[src/rtl/kyber_pkg.sv]
// Shared Kyber constants, coefficient-pair payload and the ByteEncode_12 byte selector.
package kyber_pkg;

    localparam int unsigned KYBER_Q        = 3329;
    localparam int unsigned COEF_W         = 12;
    localparam int unsigned BYTES_PER_PAIR = 3;
    localparam int unsigned IDX_W          = 16;
    localparam int unsigned DIN_W          = 16;
    localparam int unsigned BYTE_W         = 8;

    localparam int unsigned TOTAL_PAIRS_K2 = 256;
    localparam int unsigned TOTAL_PAIRS_K3 = 384;
    localparam int unsigned TOTAL_PAIRS_K4 = 512;

    typedef struct packed {
        logic [COEF_W-1:0] a;
        logic [COEF_W-1:0] b;
        logic [IDX_W-1:0]  idx;
    } pair_t;

    // Little-endian 3-byte packing of two 12-bit coefficients.
    function automatic logic [BYTE_W-1:0] pair_byte(input pair_t p, input logic [1:0] phase);
        logic [BYTE_W-1:0] r;
        case (phase)
            2'd0:    r = p.a[7:0];
            2'd1:    r = {p.b[3:0], p.a[11:8]};
            default: r = p.b[11:4];
        endcase
        return r;
    endfunction

endpackage

[src/rtl/encode12_if.sv]
// Pair-in / byte-out bus of the ByteEncode_12 serializer.
interface encode12_if;
    import kyber_pkg::*;

    logic              set;
    logic              readin;
    logic              ready;
    logic [DIN_W-1:0]  din_1;
    logic [DIN_W-1:0]  din_2;
    logic [IDX_W-1:0]  in_index;
    logic [BYTE_W-1:0] dout;
    logic              dout_valid;
    logic [IDX_W-1:0]  out_index;
    logic              done;

    modport master (
        output set, readin, din_1, din_2, in_index,
        input  ready, dout, dout_valid, out_index, done
    );

    modport slave (
        input  set, readin, din_1, din_2, in_index,
        output ready, dout, dout_valid, out_index, done
    );

endinterface

[src/rtl/cond_sub_q.sv]
// Single conditional subtraction of Q from a 12-bit value (x >= Q ? x - Q : x).
module cond_sub_q
    import kyber_pkg::*;
#(
    parameter int unsigned Q = KYBER_Q
) (
    input  logic [COEF_W-1:0] x,
    output logic [COEF_W-1:0] y_c
);

    localparam logic [COEF_W-1:0] QV = COEF_W'(Q);

    assign y_c = (x >= QV) ? (x - QV) : x;

endmodule

[src/rtl/encode12.sv]
// Kyber ByteEncode_12 serializer: one coefficient pair in, three packed bytes out, one per clock.
module encode12
    import kyber_pkg::*;
#(
    parameter int unsigned TOTAL_PAIRS = TOTAL_PAIRS_K3,
    parameter int unsigned Q           = KYBER_Q
) (
    input  logic       clk,
    input  logic       reset,
    encode12_if.slave  bus
);

    localparam logic [1:0] PH_0 = 2'd0;
    localparam logic [1:0] PH_2 = 2'(BYTES_PER_PAIR - 1);
    localparam logic [IDX_W-1:0] LAST_IDX = IDX_W'(TOTAL_PAIRS - 1);

    logic [COEF_W-1:0] a_red_c, b_red_c;
    pair_t             in_pair;
    logic              accept;
    logic              unused_din;

    pair_t             s_pair, s_pair_n;
    logic [1:0]        s_phase, s_phase_n;
    logic              s_busy, s_busy_n;
    pair_t             h_pair, h_pair_n;
    logic              h_valid, h_valid_n;

    logic [BYTE_W-1:0] dout_q, dout_n;
    logic              dout_valid_q, dout_valid_n;
    logic [IDX_W-1:0]  out_index_q, out_index_n;
    logic              done_q, done_n;

    cond_sub_q #(.Q(Q)) u_sub_a (.x(bus.din_1[COEF_W-1:0]), .y_c(a_red_c));
    cond_sub_q #(.Q(Q)) u_sub_b (.x(bus.din_2[COEF_W-1:0]), .y_c(b_red_c));

    assign unused_din = ^{bus.din_1[DIN_W-1:COEF_W], bus.din_2[DIN_W-1:COEF_W]};

    assign in_pair   = '{a: a_red_c, b: b_red_c, idx: bus.in_index};
    assign bus.ready = reset & bus.set & ~h_valid;
    assign accept    = bus.set & bus.readin & bus.ready;

    assign bus.dout       = dout_q;
    assign bus.dout_valid = dout_valid_q;
    assign bus.out_index  = out_index_q;
    assign bus.done       = done_q;

    // Next-state: emit current byte, advance phase, refill S from input or holding register.
    always_comb begin
        s_pair_n     = s_pair;
        s_phase_n    = s_phase;
        s_busy_n     = s_busy;
        h_pair_n     = h_pair;
        h_valid_n    = h_valid;
        dout_n       = dout_q;
        out_index_n  = out_index_q;
        dout_valid_n = 1'b0;
        done_n       = 1'b0;

        if (bus.set) begin
            if (s_busy) begin
                dout_n       = pair_byte(s_pair, s_phase);
                out_index_n  = (s_pair.idx << 1) + s_pair.idx + {{(IDX_W-2){1'b0}}, s_phase};
                dout_valid_n = 1'b1;
                done_n       = (s_phase == PH_2) && (s_pair.idx == LAST_IDX);
            end

            if (s_busy && (s_phase != PH_2)) begin
                s_phase_n = s_phase + 2'd1;
                if (accept) begin
                    h_pair_n  = in_pair;
                    h_valid_n = 1'b1;
                end
            end else if (accept) begin
                s_pair_n  = in_pair;
                s_phase_n = PH_0;
                s_busy_n  = 1'b1;
            end else if (s_busy && h_valid) begin
                s_pair_n  = h_pair;
                s_phase_n = PH_0;
                h_valid_n = 1'b0;
            end else begin
                s_busy_n  = 1'b0;
                s_phase_n = PH_0;
            end
        end
    end

    always_ff @(posedge clk or negedge reset) begin
        if (!reset) begin
            s_pair       <= '0;
            s_phase      <= PH_0;
            s_busy       <= 1'b0;
            h_pair       <= '0;
            h_valid      <= 1'b0;
            dout_q       <= '0;
            dout_valid_q <= 1'b0;
            out_index_q  <= '0;
            done_q       <= 1'b0;
        end else begin
            s_pair       <= s_pair_n;
            s_phase      <= s_phase_n;
            s_busy       <= s_busy_n;
            h_pair       <= h_pair_n;
            h_valid      <= h_valid_n;
            dout_q       <= dout_n;
            dout_valid_q <= dout_valid_n;
            out_index_q  <= out_index_n;
            done_q       <= done_n;
        end
    end

endmodule

[src/flat_wrapper.sv]
// flat-port wrapper written by rule: the top's interface ports become plain ports
module encode12_flat import kyber_pkg::*;
#(
    parameter int unsigned TOTAL_PAIRS = TOTAL_PAIRS_K3,
    parameter int unsigned Q           = KYBER_Q
)
  (clk, reset, bus_set, bus_readin, bus_din_1, bus_din_2, bus_in_index, bus_ready, bus_dout, bus_dout_valid, bus_out_index, bus_done);
  encode12_if bus_i ();
  input  logic clk;
  input  logic reset;
  input wire logic [$bits(bus_i.set)-1:0] bus_set;
  input wire logic [$bits(bus_i.readin)-1:0] bus_readin;
  input wire logic [$bits(bus_i.din_1)-1:0] bus_din_1;
  input wire logic [$bits(bus_i.din_2)-1:0] bus_din_2;
  input wire logic [$bits(bus_i.in_index)-1:0] bus_in_index;
  output wire logic [$bits(bus_i.ready)-1:0] bus_ready;
  output wire logic [$bits(bus_i.dout)-1:0] bus_dout;
  output wire logic [$bits(bus_i.dout_valid)-1:0] bus_dout_valid;
  output wire logic [$bits(bus_i.out_index)-1:0] bus_out_index;
  output wire logic [$bits(bus_i.done)-1:0] bus_done;
  assign bus_i.set = bus_set;
  assign bus_i.readin = bus_readin;
  assign bus_i.din_1 = bus_din_1;
  assign bus_i.din_2 = bus_din_2;
  assign bus_i.in_index = bus_in_index;
  assign bus_ready = bus_i.ready;
  assign bus_dout = bus_i.dout;
  assign bus_dout_valid = bus_i.dout_valid;
  assign bus_out_index = bus_i.out_index;
  assign bus_done = bus_i.done;
  encode12 #(.TOTAL_PAIRS(TOTAL_PAIRS), .Q(Q)) u_core (.clk(clk), .reset(reset), .bus(bus_i));
endmodule
[config.mk]
export PLATFORM = sky130hd
export DESIGN_NAME = encode12_flat
export DESIGN_NICKNAME = d
export VERILOG_FILES = /design/src/rtl/kyber_pkg.sv /design/src/rtl/encode12_if.sv /design/src/rtl/cond_sub_q.sv /design/src/rtl/encode12.sv /design/src/flat_wrapper.sv
export SDC_FILE = /design/constraint.sdc
export NUM_CORES = 1
export LEC_CHECK = 0
export CELL_PAD_IN_SITES_DETAIL_PLACEMENT = 1
export CELL_PAD_IN_SITES_GLOBAL_PLACEMENT = 1
export CORE_ASPECT_RATIO = 2
export CORE_MARGIN = 2
export CORE_UTILIZATION = 46
export CTS_CLUSTER_SIZE = 8
export DETAILED_ROUTE_END_ITERATION = 10
export PLACE_DENSITY = 0.85
export SLEW_MARGIN = 10
export SYNTH_ARGS = -nofsm -noshare
export SYNTH_HDL_FRONTEND = slang
export SYNTH_SLANG_ARGS = --single-unit
[constraint.sdc]
create_clock -name clk -period 4.9 [get_ports clk]
set_clock_uncertainty 0.15 [all_clocks]
set_input_delay 0.98 -clock clk [delete_from_list [all_inputs] [get_ports clk]]
set_output_delay 0.98 -clock clk [all_outputs]
set_load 0.005 [all_outputs]
Word level (Yosys, flattened, before mapping)

Cells that the tools add are included.

Eq/ne operators: 7
Add/sub/neg operators: 5
$lt $le $gt $ge: 2
Reductions and logical operators: 11
Muxes and demuxes: 16
Bitwise operators: 6

Operators by type and width:

| cell                     | count |
|---|---|
| $mux W40                 | 2 |
| $ge A12 B12 Y1 const B   | 2 |
| $mux W12                 | 2 |
| $sub A12 B12 Y12 const B | 2 |
| $add A16 B16 Y16         | 1 |
| $add A16 B2 Y16          | 1 |
| $eq A16 B9 Y1 const B    | 1 |
| $pmux W8 S2              | 1 |
| $mux W1                  | 10 |
| $reduce_and A3 Y1        | 3 |
| $and A1 B1 Y1            | 4 |
| $ne A2 B1 Y1 const B     | 2 |
| $ne A2 B2 Y1 const B     | 2 |
| $reduce_and A4 Y1        | 1 |
| $reduce_bool A2 Y1       | 2 |
| $logic_and A1 B1 Y1      | 3 |
| $add A2 B1 Y2 const B    | 1 |
| $eq A2 B1 Y1 const B     | 1 |
| $eq A2 B2 Y1 const B     | 1 |
| $logic_not A2 Y1         | 1 |
| $mux W2                  | 1 |
| $not A1 Y1               | 2 |
| $reduce_and A2 Y1        | 1 |

Output and inout bits: 27
Input bits: 52
Register bits after elaboration: 110
Logic and storage cells: 60

Depth between registers and ports, before layout

Word-level depth: 5
Gate-level depth with buffers: 10
Gate-level depth less buffers: 10

Hierarchy

From an unflattened synthesis, not the netlist that was laid out.

Cells, all modules: 602
Area total of the unflattened synthesis: 6261.0 µm²

By module, submodules not included:

| module     | instances | seq. area each (µm²) | area an instance (µm²) | cells each |
|---|---|---|---|---|
| encode12   | 1         | 2752.6               | 5585.4                 | 516 |
| cond_sub_q | 2         | 0.0                  | 337.8                  | 43 |

Least setup slack after synthesis

Ideal clock, no wire load.

Kind: register -> register
From: reg u_core.s_phase[1]
To: reg u_core.out_index_q[15], in the netlist u_core.bus.out_index[15]
Period minus slack after synthesis: 2.867 ns
Setup time: 0.082 ns
Cell stages (with the launch flop): 11
Path slack: 2.033 ns
Path buffers: 0
Data required time: 4.668 ns
Arrival time: 2.636 ns
Path through: dfrtp_1 -> inv_1 -> fa_1 -> inv_1 -> ha_1 -> fa_1 -> a21oi_1 -> o21ai_0 -> a41o_1 -> or3_1 -> a31oi_1

Cells in the longest elaborated chain, start to end: 1

Ends and longest elaborated chain:

| what                   | RTL line        | RTL |
|---|---|---|
| start, declared        | encode12.sv:23  | `logic [1:0] s_phase, s_phase_n;` |
| start signal, assigned | encode12.sv:101 | `s_phase <= s_phase_n;` |
| $add A16 B2 Y16        | encode12.sv:62  | `out_index_n = (s_pair.idx << 1) + s_pair.idx + {{(IDX_W-2){1'b0}}, s_phase};` |
| end signal, assigned   | encode12.sv:107 | `out_index_q <= out_index_n;` |
| end, declared          | encode12.sv:30  | `logic [IDX_W-1:0] out_index_q, out_index_n;` |

No other way between the ends.
A chain may end at the register's enable or synchronous reset.

Worst setup path after layout

From: in bus_set
To: out bus_ready

Cells in the longest elaborated chain, start to end: 2

Ends and longest elaborated chain:

| what                        | RTL line           | RTL |
|---|---|---|
| start, declared             | flat_wrapper.sv:11 | `input wire logic [$bits(bus_i.set)-1:0] bus_set;` |
| $and A1 B1 Y1 (2 in series) | encode12.sv:39     | `assign bus.ready = reset & bus.set & ~h_valid;` |
| end, declared               | flat_wrapper.sv:16 | `output wire logic [$bits(bus_i.ready)-1:0] bus_ready;` |

No other way between the ends.

==> metrics.txt <==
post-DR vias/cell=6.01; Post-DP HPWL=13100 um; reg2reg start=u_core.s_phase[1]; CTS sink cnt=110; Clock Tree Root=clkbuf_16; clock slew at reported path FFs=0.07 ns; fin crit share=71.9%; PostCTS Resize Cnt=0; initial core utilization=47.2%; MaxCap Viol Count=0; setup TNS=0 ns; P_leak=0.00328 uW; Die Area=0.0148 sq mm; Int Power=2450 uW; clk_lat worst skew=0.35 ns; critical path data arrival time=2.39 ns; outcome=finished, final reports clean; WP data required=3.77 ns; layout cells sized above 1=5.97%; ANT cells=0; post-route antenna net violation count=0; final slew viol count=0; DRT Wirelength=17500 um; Cell Rows=60; Crit. End Element=output pin; max_slew headroom=34.2%; largest net degree at the start of global routing=79; Slew @ Worst Pin=0.986 ns; hold depth=2; RePlAce Congestion=0.864; CP Class=in2out; fin cells=909; Peak VDD IR=0.191 mV; Fin. Hold Viols=0; Clock Tree Buf Depth=2; Startpoint Class=primary input; Residual DRC=0; Seq/Total Area, Yosys=43.4%; global-route wire length before repair=28500 um; detailed router's first-iteration violation count=262; Clk pwr share=18.8%; P per Cell Area=540 mW/mm^2; # hold bufs at CTS=0; Worst Hold Launch=u_core.bus.out_index[2]; dpl cells=893; sequential share of power=38.9%; IO Pins=79; worst hold path type=reg2reg; Reg area=0.00275 sq mm; Worst Slack Setup Final=1.38 ns; Mapped Cells=695; Die Span X=87.0 um; Post-synth EDFFs=0; H-tree depth=3; Yosys reg bits=110; NetSw=1560 uW; unrepaired setup endpoints after global routing=no; fmax=284 MHz; per-cell routed wire length=19.2 um; initial antenna violation count=0; GR Util All Layers=24.6%; area used by multi-input combinational logic=0.00332 sq mm; Final #Nets=843; vias in the first global route=5884; total iterations of the first detailed-routing run=4; Worst Hold End=u_core.bus.out_index[2]; Synth Flop Type=dfrtp_1; switch share=38.9%; Ys Warns=0; critical path fanouts, max=10; Area Growth Syn to Fin=17.1%; Die H=170 um; pre-CTS setup slack=1.21 ns; final setup violation count=0; Worst Reg-to-Reg Cells=10; Num CTS Buffers=9; total grt overflow=0; via count=5460; Yosys cell types=69; R2R setup slack=1.44 ns; min Tclk post-route=3.52 ns; CTS tree=done; FFs w/ async S/R, synth=100%; Comb pwr share=42.3%; # Post-CTS Setup Buffers=0; Core Area=0.0134 sq mm; number of fillers in the final layout=1546; port bufs=70; FF-to-FF End=u_core.bus.out_index[13]; syn_nets=789; mean post-synth cell area=9.13 sq um; synthesized cell area=0.00634 sq mm
[cells in the mapped netlist (2+ instances only)]
| master | count | area (sq um) |
|---|---|---|
| o22ai_1 | 2 | 12.5 |
| nand2b_1 | 4 | 25.0 |
| buf_1 | 2 | 7.51 |
| and2_1 | 2 | 12.5 |
| a21o_1 | 3 | 22.5 |
| a21oi_1 | 26 | 130 |
| clkbuf_1 | 21 | 78.8 |
| nand3_1 | 10 | 50.1 |
| a41o_1 | 2 | 20.0 |
| xor2_1 | 10 | 87.6 |
| inv_1 | 25 | 93.8 |
| fa_1 | 2 | 40.0 |
| clkbuf_8 | 3 | 41.3 |
| buf_2 | 7 | 35.0 |
| o31a_1 | 2 | 17.5 |
| o21ai_0 | 56 | 280 |
| nand4b_1 | 2 | 17.5 |
| nor3_1 | 6 | 30.0 |
| or2_2 | 3 | 18.8 |
| xnor2_1 | 12 | 105 |
| a2111oi_0 | 2 | 17.5 |
| o31ai_1 | 5 | 37.5 |
| o21a_1 | 6 | 45.0 |
| mux2i_1 | 20 | 200 |
| a211oi_1 | 7 | 52.6 |
| dfrtp_1 | 110 | 2750 |
| nand4_1 | 3 | 18.8 |
| a211o_1 | 2 | 17.5 |
| or3_1 | 5 | 31.3 |
| nor4_1 | 6 | 37.5 |
| nor2_1 | 41 | 154 |
| o211ai_1 | 8 | 60.1 |
| mux2_2 | 3 | 33.8 |
| or4_1 | 3 | 22.5 |
| a311oi_1 | 2 | 17.5 |
| nand2_1 | 163 | 612 |
| nor3b_2 | 2 | 25.0 |
| o221ai_1 | 7 | 61.3 |
| o21ai_1 | 8 | 40.0 |
| a221o_1 | 3 | 30.0 |
| ha_1 | 40 | 500 |
| a22oi_1 | 10 | 75.1 |
| a31oi_1 | 13 | 81.3 |
[placed cells by master, fill, tap and decap left out, types with 3 or more instances in the layout]
cell type / synthesis / routed
xnor2_1: 12 / 12
a31oi_1: 13 / 13
nor2_1: 41 / 41
nand2b_1: 4 / 4
nor3_1: 6 / 5
o31ai_1: 5 / 5
or2_2: 3 / 3
mux2i_1: 20 / 20
a22oi_1: 10 / 10
inv_1: 25 / 25
xor2_1: 10 / 10
o21ai_0: 56 / 56
mux2_2: 3 / 3
dfrtp_1: 110 / 110
nand3_1: 10 / 10
nand2_1: 163 / 163
or4_1: 3 / 3
nor4_1: 6 / 6
o21ai_1: 8 / 8
clkdlybuf4s50_1: 0 / 69
clkbuf_16: 0 / 9
o221ai_1: 7 / 7
o21a_1: 6 / 6
or3_1: 5 / 5
a221o_1: 3 / 3
buf_4: 1 / 9
ha_1: 40 / 40
clkinvlp_4: 0 / 4
o211ai_1: 8 / 8
nand4_1: 3 / 3
a21oi_1: 26 / 26
a211oi_1: 7 / 7
a21o_1: 3 / 3
[worst max-delay path, stage by stage]
cell and delay [ns]:
clkdlybuf4s50_1 0.70, and3b_1 0.22, clkdlybuf4s50_1 0.49
[power groups by stage]
stage	Sequential, uW	Combinational (uW)	Clock (uW)
2_1_floorplan	1490	1100	0
3_3_place_gp	1540	1570	0
3_5_place_dp	1570	1680	0
4_1_cts	1560	1710	767
5_1_grt	1600	1910	800
6_report	1560	1690	754
[routing by layer]
metal	track usage, %	vias up	share of wire (%)
li1	-	2561	-
met1	25.4	2727	36
met2	46.7	124	57
met3	2.52	48	2.4
met4	13.4	0	4.7
met5	0	-	0
[logic make-up after synthesis]
kind of cell	synth area share [%]
DFF	43.4
xor gates and xnor gates	3.04
and+or+nand+nor	18.5
muxes	3.69
adders and majority gates	8.52
AOI/OAI and AO/OA	18.5
buffers and inverters	4.40
[registers in the layout, summed over array words and instances, names as in the netlist]
signal / flops
u_core.h_pair: 40
u_core.s_pair: 40
u_core.bus.out_index: 16
u_core.bus.dout: 8
u_core.s_phase: 2
u_core.bus.done: 1
u_core.bus.dout_valid: 1
u_core.h_valid: 1
u_core.s_busy: 1
[worst max-delay path by stage]
stage,depth (start not counted),to,slack (ns),start
3_5_place_dp,8,u_core.s_pair[21],1.21,bus_din_2[1]
2_1_floorplan,10,u_core.bus.out_index[15],2.03,u_core.s_phase[1]
5_1_grt,3,bus_ready,1.32,bus_set
4_1_cts,3,bus_ready,1.37,bus_set
3_3_place_gp,8,u_core.s_pair[21],1.37,bus_din_2[1]
6_report,3,bus_ready,1.38,bus_set
[area by class of cell]
type	instances	area share, %
clock buffers	10	3.22
clock inverters	6	0.927
inverters	26	1.31
multi-input cells	524	44.7
flip-flops and latches	110	37.1
well taps	155	2.61
repair buffers	78	10.2
[stage by stage]
step / hold WS, ns / cell area [sq um] / utilization, % / total power (uW)
2_1_floorplan: 0.295 / 6340 / - / 2590
3_3_place_gp: 0.306 / 7120 / 53.0 / 3110
3_5_place_dp: 0.312 / 7120 / 53.0 / 3250
4_1_cts: 0.330 / 7430 / 55.3 / 4030
5_1_grt: 0.349 / 7430 / 55.3 / 4310
6_report: 0.327 / 7430 / 55.3 / 4010
No activity file was read; power rests on OpenSTA's default activity.
